[src/rtl/usb_tx_wire_writer_pkg.sv]
// -----------------------------------------------------------------------------
// usb_tx_wire_writer_pkg
// Shared definitions for the final USB transmit stage: line-state codes,
// default bit-time dividers, FSM state encoding and the packed FIFO symbol.
// Optional feature macro used by the top level: USB_TX_UNDERRUN_DET_EN.
// -----------------------------------------------------------------------------
package usb_tx_wire_writer_pkg;

  // Line-state codes on {D+, D-}
  localparam logic [1:0] SE0  = 2'b00;
  localparam logic [1:0] K_FS = 2'b01;
  localparam logic [1:0] J_FS = 2'b10;

  // Default clk cycles per USB bit (48 MHz clk)
  localparam int FS_DIV_DEF = 4;
  localparam int LS_DIV_DEF = 32;

  // Width of one queued symbol: {ctl, D+, D-}
  localparam int SYM_W = 3;

  typedef enum logic {
    WAIT_DATA = 1'b0,
    TX_ACT    = 1'b1
  } tx_state_t;

  typedef struct packed {
    logic       ctl;
    logic [1:0] bits;
  } tx_sym_t;

  // Larger of the two dividers, used to size the bit-time counter
  function automatic int max_div(input int a, input int b);
    return (a > b) ? a : b;
  endfunction

endpackage

[src/rtl/usb_tx_wire_writer_if.sv]
// -----------------------------------------------------------------------------
// usb_tx_wire_writer_if
// Bundles the arbiter-facing handshake and the pad-facing outputs of the
// transmit wire writer.
//   master : arbiter/bench side  (drives symbols, speed select)
//   slave  : wire writer side    (drives ready, pad data/enable, underrun)
// Signals:
//   TxBitsIn[1:0]   line state, [1]=D+, [0]=D-
//   TxCtlIn         1 = drive line, 0 = release (end of packet)
//   USBWireWEn      push strobe
//   fullSpeedRate   1 = full speed divider, 0 = low speed divider
//   USBWireRdy      FIFO not full
//   USBWireData     registered D+/D-
//   USBWireCtrl     registered pad output enable
//   TxUnderrun      sticky underrun flag
// -----------------------------------------------------------------------------
interface usb_tx_wire_writer_if;
  import usb_tx_wire_writer_pkg::*;

  logic [1:0] TxBitsIn;
  logic       TxCtlIn;
  logic       USBWireWEn;
  logic       fullSpeedRate;
  logic       USBWireRdy;
  logic [1:0] USBWireData;
  logic       USBWireCtrl;
  logic       TxUnderrun;

  modport master (
    output TxBitsIn, TxCtlIn, USBWireWEn, fullSpeedRate,
    input  USBWireRdy, USBWireData, USBWireCtrl, TxUnderrun
  );

  modport slave (
    input  TxBitsIn, TxCtlIn, USBWireWEn, fullSpeedRate,
    output USBWireRdy, USBWireData, USBWireCtrl, TxUnderrun
  );

endinterface

[src/rtl/usb_tx_wire_writer_sym.sv]
// -----------------------------------------------------------------------------
// usb_tx_sym_fifo
// Generic synchronous FIFO holding line symbols for the wire writer.
// Ports:
//   clk, rst         clock, synchronous active-low reset (flushes the FIFO)
//   push, push_data  write request and data; ignored while full
//   pop, pop_data    read request; pop_data shows the head entry
//   empty, count     occupancy status (count has one extra bit so that a
//                    full FIFO is distinguishable from an empty one)
// DEPTH must be a power of two, minimum 2.
// -----------------------------------------------------------------------------
module usb_tx_sym_fifo #(
  parameter int DEPTH = 4,
  parameter int WIDTH = 3
) (
  input  logic                       clk,
  input  logic                       rst,
  input  logic                       push,
  input  logic [WIDTH-1:0]           push_data,
  input  logic                       pop,
  output logic [WIDTH-1:0]           pop_data,
  output logic                       empty,
  output logic [$clog2(DEPTH):0]     count
);

  localparam int AW = $clog2(DEPTH);

  logic [WIDTH-1:0] mem [DEPTH];
  logic [AW-1:0]    wr_ptr;
  logic [AW-1:0]    rd_ptr;
  logic             full;
  logic             do_push;
  logic             do_pop;

  assign full     = (count == (AW+1)'(DEPTH));
  assign empty    = (count == '0);
  assign pop_data = mem[rd_ptr];

  // A push while full is dropped even if a pop happens in the same cycle
  assign do_push  = push && !full;
  assign do_pop   = pop && !empty;

  // Storage array needs no reset; only the pointers define validity
  always_ff @(posedge clk) begin
    if (do_push) begin
      mem[wr_ptr] <= push_data;
    end
  end

  // Pointers wrap naturally modulo DEPTH because DEPTH is a power of two
  always_ff @(posedge clk) begin
    if (!rst) begin
      wr_ptr <= '0;
      rd_ptr <= '0;
      count  <= '0;
    end else begin
      if (do_push) begin
        wr_ptr <= wr_ptr + AW'(1);
      end
      if (do_pop) begin
        rd_ptr <= rd_ptr + AW'(1);
      end
      case ({do_push, do_pop})
        2'b10:   count <= count + (AW+1)'(1);
        2'b01:   count <= count - (AW+1)'(1);
        default: count <= count;
      endcase
    end
  end

endmodule

[src/rtl/usb_tx_wire_writer.sv]
// -----------------------------------------------------------------------------
// usb_tx_wire_writer
// Final transmit stage of the serial interface engine. Symbols from the tx
// wire arbiter are queued in a small FIFO and emitted one per USB bit time
// onto the registered D+/D- pad outputs and output enable.
// Ports:
//   clk   system clock
//   rst   synchronous active-low reset
//   bus   usb_tx_wire_writer_if.slave (symbol handshake, speed select,
//         pad data/enable, underrun flag)
// Optional feature: define USB_TX_UNDERRUN_DET_EN to enable the sticky
// underrun detector; otherwise TxUnderrun is tied low.
// -----------------------------------------------------------------------------
module usb_tx_wire_writer
  import usb_tx_wire_writer_pkg::*;
#(
  parameter int FIFO_DEPTH = 4,
  parameter int FS_DIV     = FS_DIV_DEF,
  parameter int LS_DIV     = LS_DIV_DEF
) (
  input  logic                   clk,
  input  logic                   rst,
  usb_tx_wire_writer_if.slave    bus
);

  localparam int DIV_W = $clog2(max_div(FS_DIV, LS_DIV));
  localparam int CNT_W = $clog2(FIFO_DEPTH) + 1;
  localparam logic [DIV_W-1:0] FS_LAST = DIV_W'(FS_DIV - 1);
  localparam logic [DIV_W-1:0] LS_LAST = DIV_W'(LS_DIV - 1);

  tx_sym_t          push_sym;
  tx_sym_t          head_sym;
  logic             fifo_empty;
  logic [CNT_W-1:0] fifo_count;

  tx_state_t        state;
  logic [DIV_W-1:0] div_cnt;
  logic [DIV_W-1:0] div_last;
  logic             div_is_fs;
  logic             strobe;
  logic             pop;
  logic [1:0]       data_q;
  logic             ctrl_q;

  assign push_sym = '{ctl: bus.TxCtlIn, bits: bus.TxBitsIn};

  // Speed is frozen per packet, so the terminal count comes from the latch
  assign div_last = div_is_fs ? FS_LAST : LS_LAST;
  assign strobe   = (state == TX_ACT) && (div_cnt == div_last);
  assign pop      = !fifo_empty && ((state == WAIT_DATA) || strobe);

  assign bus.USBWireRdy  = (fifo_count != CNT_W'(FIFO_DEPTH));
  assign bus.USBWireData = data_q;
  assign bus.USBWireCtrl = ctrl_q;

  usb_tx_sym_fifo #(
    .DEPTH (FIFO_DEPTH),
    .WIDTH (SYM_W)
  ) u_fifo (
    .clk       (clk),
    .rst       (rst),
    .push      (bus.USBWireWEn),
    .push_data (push_sym),
    .pop       (pop),
    .pop_data  (head_sym),
    .empty     (fifo_empty),
    .count     (fifo_count)
  );

  // Transmit FSM, bit-time divider and pad output registers. A release
  // symbol (ctl=0) is loaded like any other but ends the packet at once;
  // an empty FIFO at a strobe simply stretches the current symbol.
  always_ff @(posedge clk) begin
    if (!rst) begin
      state     <= WAIT_DATA;
      div_cnt   <= '0;
      div_is_fs <= 1'b1;
      data_q    <= SE0;
      ctrl_q    <= 1'b0;
    end else begin
      case (state)
        WAIT_DATA: begin
          div_cnt <= '0;
          if (!fifo_empty) begin
            data_q    <= head_sym.bits;
            ctrl_q    <= head_sym.ctl;
            div_is_fs <= bus.fullSpeedRate;
            state     <= TX_ACT;
          end
        end
        TX_ACT: begin
          if (strobe) begin
            div_cnt <= '0;
            if (!fifo_empty) begin
              data_q <= head_sym.bits;
              ctrl_q <= head_sym.ctl;
              if (!head_sym.ctl) begin
                state <= WAIT_DATA;
              end
            end
          end else begin
            div_cnt <= div_cnt + DIV_W'(1);
          end
        end
        default: begin
          state <= WAIT_DATA;
        end
      endcase
    end
  end

`ifdef USB_TX_UNDERRUN_DET_EN
  logic underrun_q;

  // Sticky underrun: set on an empty strobe, cleared when a new packet starts
  always_ff @(posedge clk) begin
    if (!rst) begin
      underrun_q <= 1'b0;
    end else if ((state == WAIT_DATA) && !fifo_empty) begin
      underrun_q <= 1'b0;
    end else if (strobe && fifo_empty) begin
      underrun_q <= 1'b1;
    end
  end

  assign bus.TxUnderrun = underrun_q;
`else
  assign bus.TxUnderrun = 1'b0;
`endif

endmodule

[src/flat_wrapper.sv]
// flat-port wrapper written by rule: the top's interface ports become plain ports
module usb_tx_wire_writer_flat import usb_tx_wire_writer_pkg::*;
#(
  parameter int FIFO_DEPTH = 4,
  parameter int FS_DIV     = FS_DIV_DEF,
  parameter int LS_DIV     = LS_DIV_DEF
)
  (clk, rst, bus_TxBitsIn, bus_TxCtlIn, bus_USBWireWEn, bus_fullSpeedRate, bus_USBWireRdy, bus_USBWireData, bus_USBWireCtrl, bus_TxUnderrun);
  usb_tx_wire_writer_if bus_i ();
  input  logic clk;
  input  logic rst;
  input wire logic [$bits(bus_i.TxBitsIn)-1:0] bus_TxBitsIn;
  input wire logic [$bits(bus_i.TxCtlIn)-1:0] bus_TxCtlIn;
  input wire logic [$bits(bus_i.USBWireWEn)-1:0] bus_USBWireWEn;
  input wire logic [$bits(bus_i.fullSpeedRate)-1:0] bus_fullSpeedRate;
  output wire logic [$bits(bus_i.USBWireRdy)-1:0] bus_USBWireRdy;
  output wire logic [$bits(bus_i.USBWireData)-1:0] bus_USBWireData;
  output wire logic [$bits(bus_i.USBWireCtrl)-1:0] bus_USBWireCtrl;
  output wire logic [$bits(bus_i.TxUnderrun)-1:0] bus_TxUnderrun;
  assign bus_i.TxBitsIn = bus_TxBitsIn;
  assign bus_i.TxCtlIn = bus_TxCtlIn;
  assign bus_i.USBWireWEn = bus_USBWireWEn;
  assign bus_i.fullSpeedRate = bus_fullSpeedRate;
  assign bus_USBWireRdy = bus_i.USBWireRdy;
  assign bus_USBWireData = bus_i.USBWireData;
  assign bus_USBWireCtrl = bus_i.USBWireCtrl;
  assign bus_TxUnderrun = bus_i.TxUnderrun;
  usb_tx_wire_writer #(.FIFO_DEPTH(FIFO_DEPTH), .FS_DIV(FS_DIV), .LS_DIV(LS_DIV)) u_core (.clk(clk), .rst(rst), .bus(bus_i));
endmodule
[config.mk]
export PLATFORM = sky130hd
export DESIGN_NAME = usb_tx_wire_writer_flat
export DESIGN_NICKNAME = d
export VERILOG_FILES = /design/src/rtl/usb_tx_wire_writer_pkg.sv /design/src/rtl/usb_tx_wire_writer_if.sv /design/src/rtl/usb_tx_wire_writer_sym.sv /design/src/rtl/usb_tx_wire_writer.sv /design/src/flat_wrapper.sv
export SDC_FILE = /design/constraint.sdc
export NUM_CORES = 1
export LEC_CHECK = 0
export ABC_AREA = 1
export BUFFER_PORTS_ARGS = -buffer_cell sky130_fd_sc_hd__buf_2
export CORE_MARGIN = 2
export CORE_UTILIZATION = 25
export CTS_CLUSTER_SIZE = 30
export DETAILED_ROUTE_END_ITERATION = 8
export MAX_ROUTING_LAYER = met4
export PLACE_DENSITY = 0.43
export SLEW_MARGIN = 20
export SYNTH_ARGS = -nofsm -noshare
export SYNTH_HDL_FRONTEND = slang
export SYNTH_HIERARCHICAL = 1
export SYNTH_SLANG_ARGS = --single-unit
export TNS_END_PERCENT = 1
[constraint.sdc]
create_clock -name clk -period 5.4 [get_ports clk]
set_clock_uncertainty 0.2 [all_clocks]
set_input_delay 0.27 -clock clk [delete_from_list [all_inputs] [get_ports clk]]
set_output_delay 0.27 -clock clk [all_outputs]
set_load 0.02 [all_outputs]
==> results of run 1 <==
==> worst register-to-register path, stage by stage (launching register included) <==
cell and delay, ps:
dfxtp_1 350, ha_1 230, nand3_2 120, a21oi_1 260, nand2_2 100, inv_2 70
ha_1 150, inv_1 60, fa_1 370, inv_1 70, nand2_1 40, nand3_1 80
nand2_1 60, nand2_1 50, nor2_1 40
==> cell families after synthesis <==
logic type / Yosys count / synth area share [%]
other: 1 / 0.266
adders and majority gates: 7 / 6.74
buffers and inverters: 30 / 8.25
DFF: 31 / 52.5
AOI/OAI and AO/OA: 24 / 9.41
and+or+nand+nor: 65 / 20.9
xor gates and xnor gates: 3 / 1.86
==> layer usage <==
metal	routed length [um]	up-vias	part of all wire [%]	GRT usage, %
met1	1180	440	50	9.93
met5	0	-	0	-
met4	55	0	2.3	5.17
met2	1040	12	44	13.3
met3	96	6	4.0	3.52
li1	-	539	-	-
==> final cells by class <==
cell class,instances,area [um^2]
multi-input combinational,100,553
clock inverter,3,15.0
timing repair buffer,10,50.0
tap,72,90.1
fill,598,3850
inverter,29,109
clock buffer,5,68.8
sequential,31,741
==> stage by stage <==
stage	worst slack, ps	hold slack, ps
final	3050	10.4
after global routing	2840	0.260
after CTS	3030	2.93
after detailed placement	3060	244
after global placement	3110	233
after floorplan	3210	169
==> Yosys cell counts (all sizes together) <==
library cell / count
conb: 1
dfxtp: 19
o22ai: 3
ha: 6
nor2: 27
xnor2: 1
xor2: 2
buf: 1
nand3: 11
inv: 29
a31oi: 1
fa: 1
o21ai: 10
a21oi: 10
edfxtp: 12
nand2: 27
==> flip-flops by register name (all words and copies together), names as in the netlist, named ones only <==
| register | count |
|---|---|
| u_core/u_fifo/count | 3 |
| u_core/bus.USBWireCtrl | 1 |
| u_core/u_fifo/mem | 12 |
| u_core/state | 1 |
| u_core/div_is_fs | 1 |
| u_core/u_fifo/rd_ptr | 2 |
| u_core/div_cnt | 5 |
| u_core/u_fifo/wr_ptr | 2 |
| u_core/bus.USBWireData | 2 |
==> how the worst min path moves through the flow <==
stage | to | from | cells past startpoint
global placement | u_core/div_cnt[0] | u_core/div_cnt[0] | 1
detailed placement | u_core/div_cnt[0] | u_core/div_cnt[0] | 1
floorplan | u_core/u_fifo/mem[0][0] | bus_TxBitsIn[0] | 0
CTS | u_core/u_fifo/mem[1][1] | bus_TxBitsIn[1] | 1
global route | u_core/u_fifo/mem[3][0] | bus_TxBitsIn[0] | 1
finish | u_core/u_fifo/mem[1][1] | bus_TxBitsIn[1] | 1
==> report_power, final <==
group          internal [mW]  switching [mW]
sequential             0.292          0.0420
combinational         0.0959           0.175
clock                 0.0872          0.0826
total                  0.475           0.299
==> run metrics, run 1 <==
Syn Inst Count 161; placed insts 242; CTS resizes 0; slowest stage cell on the critical path fa_1; Antenna Nets Post-Route 0; Area Growth Syn to Fin 15.4%; WP buf/inv 3; post-layout min period 2350 ps; Final setup violation count 0; P per Cell Area 476 nW/um^2; initial antenna violation count 0; Most common cell on crit path nand2_1; core area 5470 um^2; num rows 27; leakage power 0.671 nW; Yosys Warn Count 6; Final Power 0.774 mW; Mapped Area 1410 um^2; max-slew violation count 0; post-route insts no fill 250; Die X-Extent 79.1 um; Die ar. 6260 um^2; vias 997; H-Tree Level Count 2; setup TNS 0 ps; hold-fix buffers at CTS 0; worst skew pair latency 280 ps; top area cells in the synthesized netlist dfxtp_1 (27%), edfxtp_1 (26%), inv_1 (6.7%), nor2_1 (6.7%), ha_1 (5.3%); share of cells above drive strength 1 18.0%; register area share after synthesis 52.5%; reg2reg setup slack 3050 ps; root buf cell clkbuf_8; vias in the first global route 941; CP top delay family adder cells; DRC viols 0; post-CTS setup buffers 0; CP Capture Point u_core/u_fifo/count[2]; Post-Route WL 2370 um; WP data arrival 2330 ps; crit path kind flip-flop to flip-flop; hold crit path type input port to flip-flop; Final period util 43.5%; startpoint types flip-flop; CP startpoint u_core/div_cnt[0]; fmax 425 MHz; critical path peak fanout 3; first-pass GRT wire length 4010 um; DR iter-0 viols 26; post-synth top area share 27.0%; MaxCap Viol Count 0; final core utilization 29.7%; via/cell ratio 3.99; Critical Path RT 5380 ps; ant diodes 0; Final nets 191; WL/cell 9.49 um; Fin. Hold Viols 0; Synth Register Bits 31; DRT Pass-1 Iters 4; Max Buffers Root-to-Sink 2; design area 1630 um^2; GRT Util Overall 8.84%; largest net degree at the start of global routing 11; Clk pin slew, worst setup/hold paths 60 ps; DP HPWL 1800 um; port bufs 10; R2R Path Start u_core/div_cnt[0]; RSZ-0062 raised after global routing no; Yosys cell types 24; DP Area 1540 um^2; commonest cells after routing, fill and taps aside inv_1 (25), nor2_1 (25), nand2_1 (20), dfxtp_1 (19), edfxtp_1 (12); maximum VDD drop 0.118 mV; outcome completed; R2R Path End u_core/u_fifo/count[2]; syn_nets 175; Starting Density 25.8%; Die Height 79.1 um; Synth area leader dfxtp_1; grt ovf 0; Reg2Reg Depth 14; CP Cell Sequence ha_1, nand3_2, a21oi_1, nand2_2, inv_2, ha_1, inv_1, fa_1, inv_1, nand2_1, nand3_1, nand2_1, nand2_1, nor2_1; Worst path depth 14; CTS buffer count 5; Crit. End Element flip-flop; Worst path max stage delay 370 ps; num ports 12; CTS tree done; Syn Area/Cell 8.76 um^2; Clock Sinks 31; RePlAce Congestion 0.692
Power figures use the tool's default switching activity.
==> inputs of run 2 (changes only) <==
--- a/config.mk
+++ b/config.mk
@@ -12,7 +12,7 @@
 export CTS_CLUSTER_SIZE = 30
 export DETAILED_ROUTE_END_ITERATION = 8
 export MAX_ROUTING_LAYER = met4
-export PLACE_DENSITY = 0.43
+export PLACE_DENSITY = 0.44
 export SLEW_MARGIN = 20
 export SYNTH_ARGS = -nofsm -noshare
 export SYNTH_HDL_FRONTEND = slang
==> constraint.sdc (replaced) <==
create_clock -name clk -period 2.05 [get_ports clk]
set_clock_uncertainty 0.2 [all_clocks]
set_input_delay 0.1025 -clock clk [delete_from_list [all_inputs] [get_ports clk]]
set_output_delay 0.1025 -clock clk [all_outputs]
set_load 0.02 [all_outputs]
==> run metrics, run 2 (same netlist as run 1, synthesis figures left out) <==
Fin. Hold Viols 0; fmax 483 MHz; P per Cell Area 1250 nW/um^2; biggest regs u_core/u_fifo/mem: 12 flops, u_core/div_cnt: 5 flops, u_core/u_fifo/count: 3 flops; CTS buffer count 5; DP Area 1660 um^2; CP Cell Sequence inv_2, nand2_2, nand2_2, nand3_4, a21oi_4, nand2_2, inv_2, ha_4, inv_4, fa_2, inv_2, nand2_2, nand3_2, nand2_1, nand2_1, nor2_1; Most common cell on crit path nand2_2; switch share 37.0%; core area 5470 um^2; setup TNS -18.9 ps; root buf cell clkbuf_8; placed insts 254; slowest stage cell on the critical path dfxtp_4; Area Growth Syn to Fin 35.3%; crit path kind flip-flop to flip-flop; Antenna Nets Post-Route 0; Starting Density 25.8%; num rows 27; slack of the critical path -18.9 ps; design area 1910 um^2; most common cell after layout, fill and taps aside nor2_1; port bufs 10; Worst path max stage delay 360 ps; initial antenna violation count 0; grt ovf 0; outcome complete, but fails checks; via/cell ratio 3.97; post-layout min period 2070 ps; R2R Path Start u_core/div_cnt[4]; Post-Route WL 2650 um; min-delay src u_core/bus.USBWireCtrl; Reg2Reg Depth 16; Final nets 215; MaxCap Viol Count 0; commonest cells after routing, fill and taps aside nor2_1 (25), inv_1 (21), buf_4 (18), nand2_1 (14), dfxtp_1 (13); ant diodes 0; WL/cell 9.66 um; Crit. End Element flip-flop; Critical Path RT 2020 ps; R2R Path End u_core/u_fifo/count[2]; Largest Register u_core/u_fifo/mem; sw power 0.884 mW; RePlAce Congestion 0.707; max-slew violation count 0; DRT Pass-1 Iters 4; num ports 12; post-route insts no fill 274; hold crit path type flip-flop to flip-flop; Max Buffers Root-to-Sink 2; Die X-Extent 79.1 um; post-placement setup slack -37.5 ps; Die ar. 6260 um^2; worst hold path depth 2; maximum VDD drop 0.423 mV; WP data arrival 2040 ps; WP buf/inv 4; critical path peak fanout 3; first-pass GRT wire length 4490 um; DR iter-0 viols 48; Clock Sinks 31; vias 1089; sequential power share 37.0%; CTS tree done; Die Height 79.1 um; hold endpoint u_core/bus.USBWireCtrl; Final setup violation count 1; H-Tree Level Count 2; Final period util 101%; DRC viols 0; vias in the first global route 1001; Clk pin slew, worst setup/hold paths 70 ps; max FFs per register 12; largest net degree at the start of global routing 11; share of cells above drive strength 1 35.6%; Clock Power Share 20.8%; reg2reg setup slack -20 ps; failing checks negative setup slack; combinational share of power 42.2%; DP HPWL 1870 um; Internal 1.51 mW; startpoint types flip-flop; worst skew pair latency 280 ps; CP top delay family simple AND/OR/NAND/NOR gates; GRT Util Overall 9.67%; RSZ-0062 raised after global routing yes; leakage power 0.797 nW
==> run 2: changes by cell type in the layout (fill, tap and decap cells not counted), moves of 2 or more <==
cell,before,now
buf_4,0,18
clkinv_1,2,0
dfxtp_1,19,13
dfxtp_2,0,5
dlygate4sd3_1,0,6
ha_1,6,4
ha_4,0,2
inv_1,25,21
inv_2,4,7
nand2_1,20,14
nand2_2,6,12
==> run 2: power by group through the flow <==
stage | Clock (mW) | Combinational (mW) | Sequential, mW
5_1_grt | 0.540 | 1.17 | 0.905
3_5_place_dp | 0 | 0.877 | 0.887
3_3_place_gp | 0 | 0.887 | 0.888
6_report | 0.498 | 1.01 | 0.884
4_1_cts | 0.522 | 0.952 | 0.881
2_1_floorplan | 0 | 0.583 | 0.897
==> run 2: cell type report <==
| type | count | area [um^2] |
|---|---|---|
| clock inverters | 1 | 5.00 |
| well taps | 72 | 90.1 |
| fillers | 587 | 3560 |
| flip-flops and latches | 31 | 751 |
| clock buffers | 7 | 86.3 |
| repair buffers | 34 | 245 |
| inverters | 29 | 111 |
| multi-input cells | 100 | 619 |
==> run 2: repair_timing <==
item                                   CTS  global route
setup endpoints to repair                1             2
endpoints found under the hold margin   23             0
cloned                                   0             0
pin swaps                                4            11
hold buffers                             6             0
buffers inserted                         3             3
gates resized for setup                  7            13
==> run 2: stage by stage <==
stage | power [mW] | hold WS [ps] | util [%]
3_5_place_dp | 1.76 | 120 | 30.2
2_1_floorplan | 1.48 | 1.37 | -
6_report | 2.39 | 270 | 34.9
5_1_grt | 2.62 | 303 | 34.9
4_1_cts | 2.36 | 275 | 33.8
3_3_place_gp | 1.77 | 127 | 30.2
==> run 2: worst register-to-register path, delay by kind of cell (launching register included) <==
family,cells,cell delay (ps)
AND/OR/NAND/NOR,9,530
buffers and inverters,4,220
AO/OA/AOI/OAI,1,160
flip-flops,1,360
adder cells (fa/ha/maj),2,480
==> run 2: worst max path at each step <==
| stage | from | endpoint | cells after the start |
|---|---|---|---|
| finish | u_core/div_cnt[4] | u_core/u_fifo/count[2] | 16 |
| global route | u_core/div_cnt[4] | u_core/u_fifo/count[2] | 15 |
| CTS | u_core/div_is_fs | u_core/u_fifo/count[2] | 16 |
| detailed placement | u_core/div_cnt[1] | u_core/u_fifo/count[2] | 14 |
| global placement | u_core/div_cnt[1] | u_core/u_fifo/count[2] | 14 |
| floorplan | u_core/div_cnt[1] | u_core/u_fifo/count[2] | 14 |
==> run 2: metal layers <==
metal,track usage [%],vias up,wire length [um]
met4,4.14,0,42
met2,14.0,14,1170
met1,12.3,482,1340
li1,-,589,-
met3,3.41,4,97
met5,-,-,0
==> inputs of run 3 (changes only) <==
--- a/config.mk
+++ b/config.mk
@@ -12,7 +12,7 @@
 export CTS_CLUSTER_SIZE = 30
 export DETAILED_ROUTE_END_ITERATION = 8
 export MAX_ROUTING_LAYER = met4
-export PLACE_DENSITY = 0.44
+export PLACE_DENSITY = 0.43
 export SLEW_MARGIN = 20
 export SYNTH_ARGS = -nofsm -noshare
 export SYNTH_HDL_FRONTEND = slang
==> constraint.sdc (replaced) <==
create_clock -name clk -period 2 [get_ports clk]
set_clock_uncertainty 0.2 [all_clocks]
set_input_delay 0.1 -clock clk [delete_from_list [all_inputs] [get_ports clk]]
set_output_delay 0.1 -clock clk [all_outputs]
set_load 0.02 [all_outputs]
==> run metrics, run 3 (same netlist as run 1, synthesis figures left out) <==
Final Power 2.61 mW; num rows 27; vias 1088; grt ovf 0; CTS tree done; via/cell ratio 4.03; Crit. End Element flip-flop; Final nets 211; setup TNS -21.8 ps; Die ar. 6260 um^2; CP top delay family simple AND/OR/NAND/NOR gates; DRT Pass-1 Iters 4; Most common cell on crit path nand2_1; max-slew violation count 0; largest net degree at the start of global routing 12; core area 5470 um^2; Max Buffers Root-to-Sink 2; CP Cell Sequence inv_1, nand2_1, nand2_1, nand3_2, a21oi_2, nand2_2, inv_2, ha_4, inv_2, fa_2, inv_1, nand2_1, nand3_2, nand2_1, nand2_1, nor2_1; first-pass GRT wire length 4670 um; share of cells above drive strength 1 32.8%; MaxCap Viol Count 0; failing checks negative setup slack; crit path kind flip-flop to flip-flop; max FFs per register 12; P per Cell Area 1380 nW/um^2; port bufs 10; Area Growth Syn to Fin 34.3%; DR iter-0 viols 31; outcome complete, but fails checks; maximum VDD drop 0.380 mV; Final period util 101%; fmax 495 MHz; Clock Sinks 31; Critical Path RT 1980 ps; Final setup violation count 1; vias in the first global route 1091; slowest stage cell on the critical path fa_2; Fin. Hold Viols 0; GRT Util Overall 10.1%; hold crit path type flip-flop to flip-flop; most common cell after layout, fill and taps aside nor2_1; slack of the critical path -21.8 ps; RSZ-0062 raised after global routing yes; RePlAce Congestion 0.751; critical path peak fanout 2; root buf cell clkbuf_8; initial antenna violation count 0; leakage power 0.794 nW; biggest regs u_core/u_fifo/mem: 12 flops, u_core/div_cnt: 5 flops, u_core/u_fifo/count: 3 flops; Clk pin slew, worst setup/hold paths 70 ps; Post-Route WL 2680 um; CTS buffer count 5; Largest Register u_core/u_fifo/mem; worst skew pair latency 280 ps; Die X-Extent 79.1 um; Die Height 79.1 um; startpoint types flip-flop; WP data arrival 2000 ps; Worst path max stage delay 330 ps; DRC viols 0; commonest cells after routing, fill and taps aside nor2_1 (25), inv_1 (21), nand2_1 (20), buf_4 (14); Starting Density 25.8%; ant diodes 0; fillers 588; post-layout min period 2020 ps; WP buf/inv 4; Antenna Nets Post-Route 0; H-Tree Level Count 2; WL/cell 9.91 um; post-placement setup slack -75.8 ps; DP HPWL 1980 um; num ports 12
[run 3: cell types whose count changed in the layout (fill, tap and decap cells not counted), moves of 2 or more]
| cell | previous run | this run |
|---|---|---|
| a21oi_2 | 2 | 4 |
| buf_4 | 18 | 14 |
| bufinv_16 | 0 | 2 |
| dfxtp_2 | 5 | 7 |
| nand2_1 | 14 | 20 |
| nand2_2 | 12 | 6 |
[run 3: tightest hold or removal path, delay by kind of cell (launching register included)]
kind             cells  cell delay (ps)
AO/OA/AOI/OAI        1               40
flip-flops           1              330
AND/OR/NAND/NOR      1               80
[run 3: stage by stage]
stage	hold slack (ps)	instance area [um^2]	instances	utilization, %
after global routing	304	1890	270	34.6
after detailed placement	121	1670	254	30.5
after floorplan	-1.13	1450	161	-
after CTS	295	1890	270	34.5
final	289	1890	270	34.6
after global placement	115	1670	254	30.5
[run 3: worst paths after layout]
| kind | cells after the start | slack (ps) | end | start |
|---|---|---|---|---|
| max | 16 | -20 | u_core/u_fifo/count[2] | u_core/div_is_fs |
| max reg2reg | 16 | -20 | u_core/u_fifo/count[2] | u_core/div_is_fs |
| min | 2 | 290 | u_core/bus.USBWireCtrl | u_core/bus.USBWireCtrl |
| min reg2reg | 2 | 290 | u_core/bus.USBWireCtrl | u_core/bus.USBWireCtrl |
[run 3: power breakdown]
| group | switching, mW | total (mW) | internal, mW | leakage [nW] |
|---|---|---|---|---|
| logic | 0.545 | 0.966 | 0.421 | 0.462 |
| registers | 0.111 | 0.904 | 0.794 | 0.268 |
| clock network | 0.246 | 0.743 | 0.497 | 0.0644 |
| total | 0.902 | 2.61 | 1.71 | 0.794 |
[run 3: layer usage]
metal	global-route usage, %	wire length (um)
met5	-	0
met4	5.34	48
met3	4.09	109
met2	15.3	1200
met1	11.6	1320
[run 3: cell type report]
class	instances	area (um^2)	share of cell area (%)
Clock inverter	3	67.6	3.57
Tap cell	72	90.1	4.76
Clock buffer	5	68.8	3.64
Inverter	29	109	5.75
Sequential cell	31	749	39.6
Timing Repair Buffer	30	215	11.4
Multi-Input combinational cell	100	593	31.3
[run 3: repair_timing]
item	in CTS	in global routing
buffers inserted	2	0
pin swaps	5	1
endpoints found under the setup margin	1	2
hold buffers	6	0
endpoints found under the hold margin	24	0
resized for setup	4	4
